`src/rtl/mul_sched_pkg.sv`:
```
// Shared defaults and types for the multiplier-tree scheduler.
package mul_sched_pkg;

  localparam int NREQ_DEF       = 4;
  localparam int W_DEF          = 8;
  localparam int LAT_DEF        = 6;
  localparam int FIFO_DEPTH_DEF = 8;
  localparam int ID_W           = (NREQ_DEF > 1) ? $clog2(NREQ_DEF) : 1;

  // One slot of the tag pipeline that rides alongside the tree.
  typedef struct packed {
    logic            valid;
    logic [ID_W-1:0] id;
  } tag_t;

  // One response FIFO entry.
  typedef struct packed {
    logic [ID_W-1:0]    id;
    logic [2*W_DEF-1:0] data;
  } rsp_entry_t;

  // Round-robin successor of a requester index, wrapping at nreq.
  function automatic logic [ID_W-1:0] rr_next(input logic [ID_W-1:0] idx, input int nreq);
    rr_next = (int'(idx) == nreq - 1) ? '0 : idx + 1'b1;
  endfunction

endpackage

```
`src/rtl/mul_tree_scheduler_rr_arbiter.sv`:
```
// Round-robin arbiter: grants the first requester at or after ptr_i.
module rr_arbiter #(
  parameter int NREQ = 4,
  parameter int IW   = (NREQ > 1) ? $clog2(NREQ) : 1
) (
  input  logic [NREQ-1:0] req_i,
  input  logic [IW-1:0]   ptr_i,
  input  logic            enable_i,
  output logic [NREQ-1:0] grant_o,
  output logic [IW-1:0]   idx_o
);

  logic          found;
  logic [IW-1:0] pos;

  // Scan ptr, ptr+1, ... (mod NREQ) and take the first active request.
  always_comb begin
    grant_o = '0;
    idx_o   = '0;
    found   = 1'b0;
    pos     = '0;
    for (int k = 0; k < NREQ; k++) begin
      pos = IW'((int'(ptr_i) + k) % NREQ);
      if (enable_i && !found && req_i[pos]) begin
        grant_o[pos] = 1'b1;
        idx_o        = pos;
        found        = 1'b1;
      end
    end
  end

endmodule

```
`src/rtl/mul_tree_scheduler.sv`:
```
// Shares one fixed-latency multiplier tree among NREQ requesters.
// Handshakes: a transfer happens in a cycle where valid & ready are both
// high. req_ready depends combinationally on req_valid, so requesters must
// never derive req_valid from req_ready. The response side pops on
// rsp_valid & rsp_ready. Credits bound in-flight + buffered results to
// FIFO_DEPTH so the non-stallable tree can never overflow the FIFO.
module mul_tree_scheduler
  import mul_sched_pkg::*;
#(
  parameter int NREQ       = NREQ_DEF,
  parameter int W          = W_DEF,
  parameter int LAT        = LAT_DEF,
  parameter int FIFO_DEPTH = FIFO_DEPTH_DEF
) (
  input  logic              clk,
  input  logic              rst,
  input  logic [NREQ-1:0]   req_valid,
  input  logic [NREQ*W-1:0] req_a,
  input  logic [NREQ*W-1:0] req_b,
  output logic [NREQ-1:0]   req_ready,
  output logic              mul_valid,
  output logic [W-1:0]      mul_a,
  output logic [W-1:0]      mul_b,
  input  logic [2*W-1:0]    mul_result,
  output logic              rsp_valid,
  input  logic              rsp_ready,
  output logic [ID_W-1:0]   rsp_id,
  output logic [2*W-1:0]    rsp_data,
  output logic              busy
);

  localparam int CW = $clog2(FIFO_DEPTH + 1);
  localparam int PW = (FIFO_DEPTH > 1) ? $clog2(FIFO_DEPTH) : 1;

  logic [NREQ-1:0] grant;
  logic [ID_W-1:0] grant_idx;
  logic [ID_W-1:0] ptr_q, ptr_d;
  logic [CW-1:0]   credits_q, credits_d;
  logic            issue_allowed, handshake, pop, push;
  logic [W-1:0]    sel_a, sel_b;

  logic            mul_valid_q;
  logic [W-1:0]    mul_a_q, mul_b_q;
  logic [ID_W-1:0] mul_id_q;

  tag_t            tag_q [LAT];

  rsp_entry_t      fifo_mem [FIFO_DEPTH];
  rsp_entry_t      head;
  logic [PW-1:0]   wr_ptr_q, wr_ptr_d, rd_ptr_q, rd_ptr_d;
  logic [CW-1:0]   count_q, count_d;

  assign rsp_valid     = (count_q != '0);
  assign pop           = rsp_valid & rsp_ready;
  // A pop in the same cycle frees a credit, so a full scheduler can still issue.
  assign issue_allowed = (credits_q < CW'(FIFO_DEPTH)) | pop;
  assign handshake     = |grant;
  assign req_ready     = grant;
  assign push          = tag_q[LAT-1].valid;

  rr_arbiter #(.NREQ(NREQ), .IW(ID_W)) u_arb (
    .req_i    (req_valid),
    .ptr_i    (ptr_q),
    .enable_i (issue_allowed),
    .grant_o  (grant),
    .idx_o    (grant_idx)
  );

  // Select the granted requester's operands.
  always_comb begin
    sel_a = '0;
    sel_b = '0;
    for (int i = 0; i < NREQ; i++) begin
      if (grant[i]) begin
        sel_a = req_a[i*W +: W];
        sel_b = req_b[i*W +: W];
      end
    end
  end

  // Next-state for priority pointer, credits and FIFO bookkeeping.
  always_comb begin
    ptr_d     = handshake ? rr_next(grant_idx, NREQ) : ptr_q;
    credits_d = credits_q;
    if (handshake && !pop)      credits_d = credits_q + 1'b1;
    else if (!handshake && pop) credits_d = credits_q - 1'b1;
    wr_ptr_d = wr_ptr_q;
    if (push) wr_ptr_d = (wr_ptr_q == PW'(FIFO_DEPTH - 1)) ? '0 : wr_ptr_q + 1'b1;
    rd_ptr_d = rd_ptr_q;
    if (pop)  rd_ptr_d = (rd_ptr_q == PW'(FIFO_DEPTH - 1)) ? '0 : rd_ptr_q + 1'b1;
    count_d = count_q;
    if (push && !pop)      count_d = count_q + 1'b1;
    else if (!push && pop) count_d = count_q - 1'b1;
  end

  // Control state registers.
  always_ff @(posedge clk) begin
    if (rst) begin
      ptr_q     <= '0;
      credits_q <= '0;
      wr_ptr_q  <= '0;
      rd_ptr_q  <= '0;
      count_q   <= '0;
    end else begin
      ptr_q     <= ptr_d;
      credits_q <= credits_d;
      wr_ptr_q  <= wr_ptr_d;
      rd_ptr_q  <= rd_ptr_d;
      count_q   <= count_d;
    end
  end

  // Registered issue into the tree; operands hold when idle.
  always_ff @(posedge clk) begin
    if (rst) begin
      mul_valid_q <= 1'b0;
      mul_a_q     <= '0;
      mul_b_q     <= '0;
      mul_id_q    <= '0;
    end else begin
      mul_valid_q <= handshake;
      if (handshake) begin
        mul_a_q  <= sel_a;
        mul_b_q  <= sel_b;
        mul_id_q <= grant_idx;
      end
    end
  end

  // Tag pipeline: tail valid marks the cycle mul_result belongs to us.
  always_ff @(posedge clk) begin
    if (rst) begin
      for (int i = 0; i < LAT; i++) tag_q[i] <= '0;
    end else begin
      tag_q[0].valid <= mul_valid_q;
      tag_q[0].id    <= mul_id_q;
      for (int i = 1; i < LAT; i++) tag_q[i] <= tag_q[i-1];
    end
  end

  // Response storage; no reset needed since occupancy is tracked separately.
  always_ff @(posedge clk) begin
    if (push) begin
      fifo_mem[wr_ptr_q].id   <= tag_q[LAT-1].id;
      fifo_mem[wr_ptr_q].data <= mul_result;
    end
  end

  assign head      = fifo_mem[rd_ptr_q];
  assign rsp_id    = rsp_valid ? head.id : '0;
  assign rsp_data  = rsp_valid ? head.data : '0;
  assign mul_valid = mul_valid_q;
  assign mul_a     = mul_a_q;
  assign mul_b     = mul_b_q;
  assign busy      = (credits_q != '0);

endmodule

```
`config.mk`:
```
export PLATFORM = sky130hd
export DESIGN_NAME = mul_tree_scheduler
export DESIGN_NICKNAME = d
export VERILOG_FILES = /design/src/rtl/mul_sched_pkg.sv /design/src/rtl/mul_tree_scheduler_rr_arbiter.sv /design/src/rtl/mul_tree_scheduler.sv
export SDC_FILE = /design/constraint.sdc
export NUM_CORES = 1
export LEC_CHECK = 0
export BUFFER_PORTS_ARGS = -buffer_cell sky130_fd_sc_hd__buf_2
export CORE_MARGIN = 5
export CORE_UTILIZATION = 48
export CTS_CLUSTER_SIZE = 16
export DETAILED_ROUTE_END_ITERATION = 12
export PLACE_DENSITY_LB_ADDON = 0.2
export REMOVE_ABC_BUFFERS = 1
export SYNTH_ARGS = -nofsm -noshare
export SYNTH_HDL_FRONTEND = slang
export SYNTH_HIERARCHICAL = 1
export SYNTH_SLANG_ARGS = --single-unit
export TNS_END_PERCENT = 50
```
`constraint.sdc`:
```
create_clock -name clk -period 4.6 [get_ports clk]
set_input_delay 1.15 -clock clk [delete_from_list [all_inputs] [get_ports clk]]
set_output_delay 1.15 -clock clk [all_outputs]
set_load 0.1 [all_outputs]
```
# Word level (Yosys, flattened, before mapping)
# Memory sizes are Yosys's and may differ from the RTL's. A register that Yosys moved wholly into a read port is not among the register bits.
# Index checks and enable logic that the tools add are counted.
# word_totals
memories	2
mem_bits_rw	162
output_inout_bits	41
input_bits	87
register_bits	35
word_cells	129
# memory_table
name	words	width	read_ports	rd_clocked_by_memory_dff	wr	line	rtl
fifo_mem	8	18	1	1	1	mul_tree_scheduler.sv:48	rsp_entry_t fifo_mem [FIFO_DEPTH];
tag_q	6	3	6	0	6	mul_tree_scheduler.sv:46	tag_t tag_q [LAT];
# classes
muxes	58
reduce_logical	26
n_bitwise	12
add_sub_neg	10
n_eq_ne	3
n_lt_le_gt_ge	9
# ops
op	count
2-to-1 mux 8 bit	8
2-to-1 mux 4 bit	8
2-to-1 mux 3 bit	9
2-to-1 mux 1 bit	17
2-to-1 mux 16 bit	1
logical AND 1 bit	15
2-to-1 mux 2 bit	7
< comparator 2 x 3 -> 1 bit, second input constant	4
bitwise OR 4 bit	3
adder 4 x 1 -> 4 bit, second input constant	2
binary-select mux 1 bit (select 2 bit)	4
demux 1 bit (select 2 bit)	4
greater-or-equal comparator 2 x 1 -> 1 bit, second input constant	4
bitwise OR 1 bit	8
nonzero test 4 bit	2
subtractor 4 x 1 -> 4 bit, second input constant	2
adder 3 x 1 -> 3 bit, second input constant	2
== test 3 bit, second input constant	2
logical NOT 1 bit	6
adder 2 x 1 -> 2 bit, second input constant	2
adder 2 bit, second input constant	2
< comparator 4 bit, second input constant	1
nonzero test 2 bit	2
OR reduction 4 bit	1
other kinds (2)	2

# Logic depth before layout (Yosys ltp)
# logic_depth
ltp_word	22
depth_mapped	18
ltp_nobuf	16

# Cells and area by module
# The synthesis kept the hierarchy.
# by_module_without_submodules
mod	seq_area_each_um2	instances	cells_per_inst	area_per_inst_um2
mul_tree_scheduler	5445.2	1	529	8174.1
rr_arbiter	0.0	1	73	570.5

# Worst setup path after synthesis
# No wires, ideal clock.
# synth_timing
path_type	input to register
start	input req_valid[2]
end	register credits_q[3]
t_arrival_ns	4.871
setup_ns	0.121
path_stages	16
n_path_buf	2
required_time_ns	4.479
path_slack_ns	-0.392
path_cell_list	buf_6 -> mux4_2 -> nand2_1 -> o21a_1 -> nor2b_1 -> a221o_1 -> buf_2 -> nor4_2 -> inv_2 -> ha_1 -> inv_1 -> ha_1 -> a21oi_1 -> a211oi_1 -> a31oi_1 -> mux2_2
# synth_via
elab_chain_cells	20
word_cells_on_any_way	34
cone_classes	mux (16); bitwise (3); reduce/logical (15)
# synth_lines
element	line	rtl
from (decl)	mul_tree_scheduler.sv:17	input logic [NREQ-1:0] req_valid,
binary-select mux 1 bit (select 2 bit)	mul_tree_scheduler_rr_arbiter.sv:24	if (enable_i && !found && req_i[pos]) begin
2-to-1 mux 1 bit (not written as such)	mul_tree_scheduler_rr_arbiter.sv:24	
logical AND 1 bit	mul_tree_scheduler_rr_arbiter.sv:24	
2-to-1 mux 1 bit	mul_tree_scheduler_rr_arbiter.sv:24	
logical NOT 1 bit	mul_tree_scheduler_rr_arbiter.sv:24	
logical AND 1 bit (2 in a row)	mul_tree_scheduler_rr_arbiter.sv:24	
2-to-1 mux 1 bit	mul_tree_scheduler_rr_arbiter.sv:24	
logical NOT 1 bit	mul_tree_scheduler_rr_arbiter.sv:24	
[... 4 more ...]	n/a	
logical AND 1 bit (2 in a row)	mul_tree_scheduler_rr_arbiter.sv:24	
2-to-1 mux 4 bit *	mul_tree_scheduler_rr_arbiter.sv:24	
named net req_ready[2]	mul_tree_scheduler.sv:20	output logic [NREQ-1:0] req_ready,
OR reduction 4 bit *	mul_tree_scheduler.sv:57	assign handshake = |grant;
named net handshake	mul_tree_scheduler.sv:39	logic issue_allowed, handshake, pop, push;
logical NOT 1 bit	mul_tree_scheduler.sv:86	else if (!handshake && pop) credits_d = credits_q - 1'b1;
logical AND 1 bit	mul_tree_scheduler.sv:86	
nonzero test 2 bit (no line)	n/a	
to (signal assigned)	mul_tree_scheduler.sv:106	credits_q <= credits_d;
to (decl)	mul_tree_scheduler.sv:38	logic [CW-1:0] credits_q, credits_d;
# Mark *: on every way through the listed nets, which the timed path passes. The rest lies on a longest branch. The select of a mux whose other input is x is not followed.
# A chain may end at the register's enable or synchronous reset.

# Final worst setup path
# layout_timing
start	register ptr_q[0]
end	output req_ready[2]
# layout_via
elab_chain_cells	16
word_cells_on_any_way	51
cone_classes	add/sub (3); order compare (8); mux (23); bitwise (3); reduce/logical (14)
# layout_lines
element	line	rtl
from (decl)	mul_tree_scheduler.sv:37	logic [ID_W-1:0] ptr_q, ptr_d;
from (signal assigned)	mul_tree_scheduler.sv:105	ptr_q <= ptr_d;
parallel branches: the longest is 15 deep, another holds < comparator 2 x 3 -> 1 bit	n/a	
2-to-1 mux 4 bit *	mul_tree_scheduler_rr_arbiter.sv:24	
to (decl)	mul_tree_scheduler.sv:20	
# Mark *: on every way between the ends. The select of a mux whose other input is x is not followed.

==> qor.tcl <==
set qor(ys_types) 51
set qor(via_per_inst) 5.487
set qor(pwr-share-clk) 0.198
set qor(worstPathBufferInverterCount) 3
set qor(final_antenna_net_count) 0
set qor(grt_use_met3) 0.03835
set qor(dr_total_vias) 5366
set qor(floorplan.io_pins) 128
set qor(finish.net_count) 843
set qor(timing.critical_path.from_type) {register}
set qor(netlist_area_um2) 8745
set qor(power_report.internal_total_mw) 3.962
set qor(timing.final.crit_period_ps) 4379
set qor(first_iter_violations) 242
set qor(report.final.hold_viol_count) 0
set qor(netlist.area_leader.share) 0.4945
set qor(clock_tree.root_cell) {clkbuf_16}
set qor(fillCellCount) 1417
set qor(netSwitchingFraction) 0.4685
set qor(slew_violations) 0
set qor(synth.area.top_cells) {edfxtp_1, dfxtp_1, mux4_2}
set qor(first_pass_grt_wire_length_um) 29370
set qor(detail_route.drc_violations) 0
set qor(leakagePower_nw) 3.785
set qor(grt_remaining_overflow) 0
set qor(number_of_antenna_diodes) 0
set qor(layout-area-overhead-vs-synth_pct) 17.94
set qor(gr-usage-met2) 0.3026
set qor(cts_made_buffers) 17
set qor(max_clock_freq_mhz) 228.4
set qor(track_usage) 0.1737
set qor(cpPeakStageDelay_ps) 600
set qor(skew_ps) 9.472
set qor(hold_class) {register to register}
set qor(die_w_um) 145.0
set qor(cts.reportedPaths.clkPinSlew_ps) 80
set qor(synth-edff-count) 144
set qor(grt_busiest_layer) {met2}
set qor(dieHeight_um) 145.0
set qor(max_cap_viol_count) 0
set qor(fin_worst_hold_slack_ps) 434.2
set qor(p_per_area_nw_per_um2) 722.8
set qor(ff_latch_count_synth) 200
set qor(synth_seq_area_share) 0.6227
set qor(dominantRegCellSynth) {edfxtp_1}
set qor(floorplan.rows) 49
set qor(cts_max_level) 4
set qor(route.final.wire_length_um) 18060
set qor(crit_path_max_fanout) 34
set qor(routabilityCongestion) 0.8581
set qor(cts_sinks) 200
set qor(cts.repair_timing.setup_buffer_count) 0
set qor(cp.required_ps) 3450
set qor(post_dp_cell_area_um2) 9703
set qor(detailedRoute.firstPassIterationCount) 4
set qor(status) {completed}
set qor(postSynth.asyncResetShare) 0
set qor(unrepaired_setup_endpoints_after_global_routing) {no}
set qor(stdcell_area_um2) 10310
set qor(synth_cells) 602
set qor(worstSkewPairLatency_ps) 420
set qor(max-vdd-ir-drop_mv) 0.5338
set qor(seqPwrFrac) 0.292
set qor(maximum_number_of_pins_on_one_net_before_global_route_repair) 37
set qor(final-setup-viol-count) 0
set qor(io_buffers) 127
set qor(power.combinational.fraction) 0.510
set qor(final_core_utilization) 0.5741
set qor(fp.coreArea_um2) 17960
set qor(slowest_stage) {mux4_2}
set qor(grt_pass1_vias) 5667
set qor(setup_total_negative_slack_ps) 0
set qor(dpl.hpwl_um) 11860
set qor(routed_wire_length_per_instance_um) 18.47
set qor(cpLargestDelayFamily) {buffers and inverters}
set qor(grt_antenna_before_repair) 0
set qor(grt.met1_usage) 0.2196
set qor(crit_path_end_kind) {output pin}
set qor(cp_cell_sequence) {inv_1 > ha_2 > mux4_2 > nand2b_4 > a211oi_4 > a221o_1 > buf_4 > buf_12}
set qor(p_switching_mw) 3.492
set qor(die_area_um2) 21020
set qor(synth_largest_area_cell) {edfxtp_1}
set qor(tritoncts) {built}
set qor(layout-drive-gt1-share) 0.3364
set qor(worst_slew_pin_slew_ps) 987.3
set qor(relative_max_transition_margin) 0.3409
set qor(yosys_warnings) 6
set qor(path_class) {register to output pin}
set qor(synth.avg_cell_area_um2) 14.53
set qor(period_share) 0.9520
set qor(floorplan.initialDensity) 0.4868
set qor(arrival_ps) 3230
set qor(ctsLongestPathBuffers) 2
## final cells by class
type                            count  area (um2)  area share
Sequential cell                   200        5446      0.5281
Inverter                           24       90.09    0.008735
Clock inverter                     15       182.7     0.01771
Clock buffer                       17       425.4     0.04125
Timing Repair Buffer              151       875.8     0.08492
Tap cell                          229       286.5     0.02778
Multi-Input combinational cell    342        3007      0.2915
## synth_stat cells, types with 12 or more instances
cell type    n
edfxtp_1   144
nand2_1     32
buf_2       13
nor2b_1     26
inv_1       22
mux2i_1     26
ha_1        18
dfxtp_1     56
clkbuf_1    12
a21oi_1     50
mux4_2      38
nor2_1      54
## through the flow
step           setup WS, ps  cells  total power, mW
2_1_floorplan         -1200    566            5.202
3_3_place_gp          284.2    946            5.973
3_5_place_dp          159.0    946            6.049
4_1_cts               140.3    978            7.534
5_1_grt               51.83    978            7.874
6_report              220.9    978            7.454
## cells by family after synthesis
family / synth area share
DFF: 0.6227
and+or+nand+nor: 0.09486
AOI/OAI and AO/OA: 0.08299
muxes: 0.1302
buffers and inverters: 0.03491
adders and majority gates: 0.03033
xor gates and xnor gates: 0.004007
## timing repair
action	in CTS	in global routing
resized for setup	0	1
hold buffers	0	0
hold endpoints to repair	0	0
endpoints found under the setup margin	0	1
## per-layer routing
| metal | share of wire | vias to the layer above |
|---|---|---|
| met5 | 0 | - |
| met4 | 0.013 | 0 |
| met3 | 0.058 | 21 |
| met2 | 0.51 | 184 |
| met1 | 0.41 | 2618 |
| li1 | - | 2543 |
## power groups by stage
stage               sequential [mW]  combinational, mW  clock [mW]
finish                         2.18               3.80        1.48
global route                   2.21               4.08        1.59
floorplan                      2.60               2.60           0
CTS                            2.18               3.85        1.51
detailed placement             2.22               3.83           0
global placement               2.22               3.76           0
## flip-flops by register name, indices dropped and copies added (netlist names), named ones only
signal,cells
ptr_q,2
rd_ptr_q,3
count_q,4
mul_a,8
mul_valid,1
wr_ptr_q,3
tag_q,18
fifo_mem,144
credits_q,4
mul_b,8
mul_id_q,2
## cells in the final DEF (no fill, tap or decap), types with 3 or more instances in the layout
cell / instances
nor2_1: 54
a221oi_1: 7
mux2i_1: 26
ha_1: 17
clkbuf_16: 17
inv_8: 3
buf_12: 4
a211oi_1: 9
or3b_1: 10
a221oi_2: 10
buf_4: 24
a21oi_1: 50
edfxtp_1: 144
nor2b_1: 26
inv_1: 22
mux4_2: 38
nand3b_1: 7
nor3_1: 3
nand2_1: 32
dfxtp_1: 55
nand3_1: 3
clkinv_4: 5
buf_2: 123
clkinv_8: 3
inv_6: 3
o21a_1: 4
a221o_1: 4
nand2b_1: 4
nor3_2: 6
## path summary, 6_finish.rpt
kind,cells past startpoint,slack [ps],start,end
max reg2reg,16,440,ptr_q[0],credits_q[3]
min reg2reg,1,430,tag_q[4][2],tag_q[5][2]
max,8,220,ptr_q[0],req_ready[2]
min,1,430,tag_q[4][2],tag_q[5][2]
## worst reg2reg max path: stages, from the launching register on
cell,delay (ps)
dfxtp_1,330
inv_1,140
ha_2,500
mux4_2,610
nand2_1,110
o21a_1,120
nor2b_1,50
a221o_1,340
nor4_2,340
inv_2,70
ha_1,210
inv_1,130
ha_1,290
a21oi_1,190
a211oi_1,100
a31oi_1,180
mux2_2,360
Note: power is estimated with default switching activity, not from simulation.
